===== config.mk =====
export PLATFORM = sky130hd
export DESIGN_NAME = ram_arbiter_j68
export DESIGN_NICKNAME = d
export VERILOG_FILES = /design/src/rtl/ram_arbiter_j68.sv
export SDC_FILE = /design/constraint.sdc
export NUM_CORES = 1
export LEC_CHECK = 0
export BUFFER_PORTS_ARGS = -buffer_cell sky130_fd_sc_hd__buf_4
export CORE_MARGIN = 2
export CORE_UTILIZATION = 30
export CTS_CLUSTER_DIAMETER = 120
export DETAILED_ROUTE_END_ITERATION = 16
export PLACE_DENSITY_LB_ADDON = 0.1
export RECOVER_POWER = 25
export SLEW_MARGIN = 25
export SYNTH_ARGS = -nofsm -noshare
export SYNTH_HDL_FRONTEND = slang
export SYNTH_SLANG_ARGS = --single-unit
export TNS_END_PERCENT = 30

===== constraint.sdc =====
create_clock -name clk -period 2.3 [get_ports clk]
set_clock_uncertainty 0.2 [all_clocks]
set_input_delay 0.575 -clock clk [delete_from_list [all_inputs] [get_ports clk]]
set_output_delay 0.575 -clock clk [all_outputs]
set_load 0.02 [all_outputs]

===== src/rtl/ram_arbiter_j68.sv =====
// ram_arbiter_j68: shares one single-port 16-bit byte-enabled RAM between the
// cpu_j68 bus (master 0) and a second bus master (master 1). Each access is
// sequenced IDLE -> WRITE -> IDLE or IDLE -> READ -> RACK -> IDLE. Ties are
// broken round-robin, or always in favour of master 0 when FIXED_PRIO is set.
module ram_arbiter_j68 #(
    parameter int ADDR_WIDTH = 14,
    parameter int FIXED_PRIO = 0
) (
    input  logic                  clk,
    input  logic                  rst,
    input  logic                  clk_ena,
    input  logic                  m0_rd_ena,
    input  logic                  m0_wr_ena,
    input  logic [1:0]            m0_byte_ena,
    input  logic [ADDR_WIDTH-2:0] m0_address,
    input  logic [15:0]           m0_wr_data,
    output logic                  m0_data_ack,
    output logic [15:0]           m0_rd_data,
    input  logic                  m1_rd_ena,
    input  logic                  m1_wr_ena,
    input  logic [1:0]            m1_byte_ena,
    input  logic [ADDR_WIDTH-2:0] m1_address,
    input  logic [15:0]           m1_wr_data,
    output logic                  m1_data_ack,
    output logic [15:0]           m1_rd_data,
    output logic                  ram_wren,
    output logic [1:0]            ram_byteena,
    output logic [ADDR_WIDTH-2:0] ram_address,
    output logic [15:0]           ram_data,
    input  logic [15:0]           ram_q,
    output logic [1:0]            grant
);

    typedef enum logic [1:0] {S_IDLE, S_WRITE, S_READ, S_RACK} state_t;

    state_t                state;
    logic                  owner;
    logic                  last_grant;
    logic                  m0_req;
    logic                  m1_req;
    logic                  winner;
    logic                  win_wr;
    logic [ADDR_WIDTH-2:0] own_addr;
    logic [1:0]            own_be;
    logic [15:0]           own_data;
    logic                  ack;

    assign m0_req = m0_rd_ena | m0_wr_ena;
    assign m1_req = m1_rd_ena | m1_wr_ena;

    // Choose which requesting master takes the RAM next; a write wins over a read
    // when a master raises both enables.
    always_comb begin
        winner = 1'b0;
        if (m0_req && m1_req) begin
            winner = (FIXED_PRIO != 0) ? 1'b0 : ~last_grant;
        end else if (m1_req) begin
            winner = 1'b1;
        end
        win_wr = winner ? m1_wr_ena : m0_wr_ena;
    end

    // Access sequencer; everything holds while clk_ena is low, reset overrides it.
    always_ff @(posedge clk) begin
        if (rst) begin
            state      <= S_IDLE;
            owner      <= 1'b0;
            last_grant <= 1'b1;
        end else if (clk_ena) begin
            case (state)
                S_IDLE: begin
                    if (m0_req || m1_req) begin
                        owner      <= winner;
                        last_grant <= winner;
                        state      <= win_wr ? S_WRITE : S_READ;
                    end
                end
                S_WRITE: state <= S_IDLE;
                S_READ:  state <= S_RACK;
                S_RACK:  state <= S_IDLE;
                default: state <= S_IDLE;
            endcase
        end
    end

    // Route the owner's bus onto the RAM port and return ack/data to the owner only;
    // the owner's inputs are held stable by the bus protocol until ack.
    always_comb begin
        own_addr    = owner ? m1_address  : m0_address;
        own_be      = owner ? m1_byte_ena : m0_byte_ena;
        own_data    = owner ? m1_wr_data  : m0_wr_data;
        ack         = (state == S_WRITE) || (state == S_RACK);
        ram_wren    = (state == S_WRITE);
        ram_address = (state != S_IDLE) ? own_addr : '0;
        ram_byteena = (state != S_IDLE) ? own_be   : 2'b00;
        ram_data    = (state == S_WRITE) ? own_data : 16'h0000;
        m0_data_ack = ack && !owner;
        m1_data_ack = ack && owner;
        m0_rd_data  = (state == S_RACK && !owner) ? ram_q : 16'h0000;
        m1_rd_data  = (state == S_RACK && owner)  ? ram_q : 16'h0000;
        grant       = (state == S_IDLE) ? 2'b00 : (owner ? 2'b10 : 2'b01);
    end

endmodule


==> PnR_summary.wiki <==
{| class="wikitable"
! Metric !! Value
|-
| Status || completed
|-
| Total gr overflow || 0
|-
| Chip Width || 59.93 um
|-
| Final setup vio count || 0
|-
| Number of global-route vias before repair || 1,211
|-
| Hold buffer count at CTS || 0
|-
| Row count || 20
|-
| Deepest clock path buffer count || 2
|-
| Mean instance size in the synthesized netlist || 6.850 um2
|-
| Y dimension of the die || 59.93 um
|-
| Antenna violations before repair || 0
|-
| Sequential element share of the synthesized area || 8.533%
|-
| Buffers inserted during post-CTS setup optimization || 0
|-
| Slowest Stage Delay on Critical Path || 0.49 ns
|-
| Number of diodes added for antenna fixing || 0
|-
| Synthesized-area fraction occupied by xor and xnor cells || 0%
|-
| Yosys cell types || 24
|-
| Max cap viols || 0
|-
| Fill cell total of the finished layout || 276
|-
| Total of cells resized after clock tree synthesis || 1
|-
| Initial Utilization || 31.25%
|-
| Layout Cells excl Fill || 319
|-
| Number of I/O pins || 153
|-
| #FFs+latches synth || 4
|-
| Die Footprint || 3592 um2
|-
| Placed cells || 316
|-
| Achievable Freq || 456.6 MHz
|-
| Post-Synthesis Cell Area || 938.4 um2
|-
| Path category of the worst min-delay check || reg2reg
|-
| Adder and majority cell fraction of the synthesized area || 0%
|-
| Detailed-route wire length per cell || 12.42 um
|-
| Setup Total Neg Slack || 0 ns
|-
| Worst Setup Path Type || reg2out
|-
| Std-Cell Core Area || 3003 um2
|-
| Nature of the critical path startpoint || register
|-
| GRT Resource Usage Total || 19.18%
|-
| Peak supply drop || 215.3 uV
|-
| Dominant combinational cell family by area after synthesis || simple AND/OR/NAND/NOR gates
|-
| Time the worst path needs with I/O delays and setup || 2.190 ns
|-
| Instance count of the mapped netlist || 137
|-
| Compound-cell area share of the yosys netlist || 8.267%
|-
| Cells traversed along the worst timing path || and3_2 -> and2_1 -> buf_4
|-
| Proportion of synthesized area in mux cells || 33.07%
|-
| Global-route wire length before repair || 5395 um
|-
| Net count of the mapped netlist || 222
|-
| Number of pins exceeding their max-slew limit in the final report || 0
|-
| H-Tree Level Count || 1
|-
| WP data required || 1.52 ns
|-
| Synthesis Warnings || 0
|-
| Routed WL || 3961 um
|-
| Clock tree from TritonCTS || built
|-
| Detailed router's first-iteration violation count || 31
|-
| Clock edge transition at the registers on the reported setup and hold paths || 0.04 ns
|-
| Maximum fanout along the worst path || 16
|-
| Clock Latency Late Sink || 0.24 ns
|-
| Number of clock buffers inserted by TritonCTS || 3
|-
| Leakage component of the power || 1.150 nW
|-
| Area contributors post-synth || mux2i_1 33%, nor2_1 14%, and2_1 11%, and3_1 11%, dfxtp_1 8.5%
|-
| Nature of the critical path endpoint || primary output
|-
| Largest net degree at the start of global routing || 22
|-
| Placed wire-length estimate || 3301 um
|-
| Least setup slack across all paths after layout || 0.1101 ns
|-
| Worst slack, placed || 0.2177 ns
|-
| Fin util || 69.71%
|-
| Final worst-path cycle share || 95.21%
|-
| Share of the synthesized area in the top cell type || 33.07%
|-
| Port Buf Inserts || 152
|-
| Power density over the cells || 293.6 nW/um2
|-
| CTS Root Cell || clkbuf_4
|-
| Via count of the routed design || 1,510
|-
| Largest area contributor in the netlist || mux2i_1
|-
| Ratio of routed vias to standard cells || 4.734
|-
| Final #Nets || 373
|-
| Least-Margin Pin Slew || 0.4276 ns
|-
| Drc violations || 0
|-
| Fraction of the mapped netlist area in simple logic gates || 42.53%
|-
| Final hold vios || 0
|-
| Antenna violation net count after detailed routing || 0
|-
| Fraction of final layout cells sized beyond drive strength 1 || 54.20%
|-
| Critical path's slowest cell || dfxtp_2
|-
| Number of detailed-route iterations in the first pass || 4
|-
| CTS Sinks || 4
|-
| RSZ-0062 raised after global routing || no
|-
| Worst max-slew margin expressed relative to the limit || 71.43%
|-
| Layout Area Growth over Synthesis || 123.1%
|-
| Arrival time reported for the critical path endpoint || 1.41 ns
|-
| Final weighted congestion in routability-driven placement || 0.7810
|}
==> through the flow <==
| step | hold WS, ns | power [mW] | cell area [um2] |
|---|---|---|---|
| after floorplan | 0.2358 | 0.3130 | 938.4 |
| after global placement | 0.2520 | 0.5426 | 2108 |
| after detailed placement | 0.2626 | 0.5441 | 2108 |
| after CTS | 0.2670 | 0.6372 | 2132 |
| after global routing | 0.2940 | 0.6575 | 2093 |
| final | 0.2629 | 0.6146 | 2093 |
==> kinds of logic after synthesis <==
| group | count (synthesis) |
|---|---|
| multiplexers | 31 |
| AO/OA/AOI/OAI | 11 |
| flip-flops | 4 |
| buffers and inverters | 13 |
| AND/OR/NAND/NOR | 78 |
==> Yosys cell counts <==
master,count
nor2_1,34
mux2i_1,31
and2_1,17
and3_1,17
buf_2,5
nand2_1,5
buf_4,4
dfxtp_1,4
a21oi_1,2
inv_1,2
o21a_1,2
o21ai_0,2
a21o_1,1
a221oi_1,1
a31oi_1,1
a32oi_1,1
clkbuf_1,1
clkbuf_2,1
nand2b_1,1
nor2_4,1
nor2b_1,1
nor2b_2,1
nor3b_1,1
o41a_1,1
==> final timing paths <==
path                    from       endpoint  slack (ns)  cells after the start
setup reg to reg    state[0]          owner        0.86                      4
hold / removal    last_grant     last_grant        0.26                      2
hold reg to reg   last_grant     last_grant        0.26                      2
setup / recovery       owner  m1_rd_data[4]        0.11                      3
==> cells in the final DEF, fill, tap and decap left out, drive strengths merged <==
master	count
nand2	5
a21o	1
nor2b	2
o21ai	2
a31oi	1
a221oi	1
nor3b	1
a32oi	1
buf	146
and2	17
o21a	2
nor2	35
a21oi	2
dfxtp	4
inv	2
mux2i	31
o41a	1
and3	17
clkbuf	14
nand2b	1
==> worst max-delay path, delay by kind of cell, from the launching register on <==
family	cells	cell delay [ns]
DFF	1	0.49
and+or+nand+nor	2	0.55
buffers and inverters	1	0.14
==> flip-flops by register name, indices dropped and copies added (netlist names) <==
register	cells
owner	1
last_grant	1
state	2
==> power by group <==
group	switching, mW	internal [mW]
Sequential	0.0136	0.0769
Clock	0.0292	0.0584
Combinational	0.214	0.222
Total	0.257	0.357
==> final cells by class <==
| cell class | instances | area, um2 | area share (%) |
|---|---|---|---|
| multi-input combinational | 120 | 788.3 | 37.66 |
| timing repair buffer | 157 | 1152 | 55.05 |
| clock buffer | 3 | 22.52 | 1.076 |
| inverter | 2 | 7.507 | 0.3586 |
| tap | 33 | 41.29 | 1.973 |
| sequential | 4 | 81.33 | 3.885 |
==> per-layer routing <==
metal | up-vias | wire [um] | global-route usage, %
met1 | 643 | 1462 | 21.06
li1 | 766 | - | -
met4 | 0 | 65 | 6.032
met3 | 6 | 419 | 4.113
met2 | 95 | 2013 | 36.02
met5 | - | 0 | 0
(Power assumes the default switching activity.)
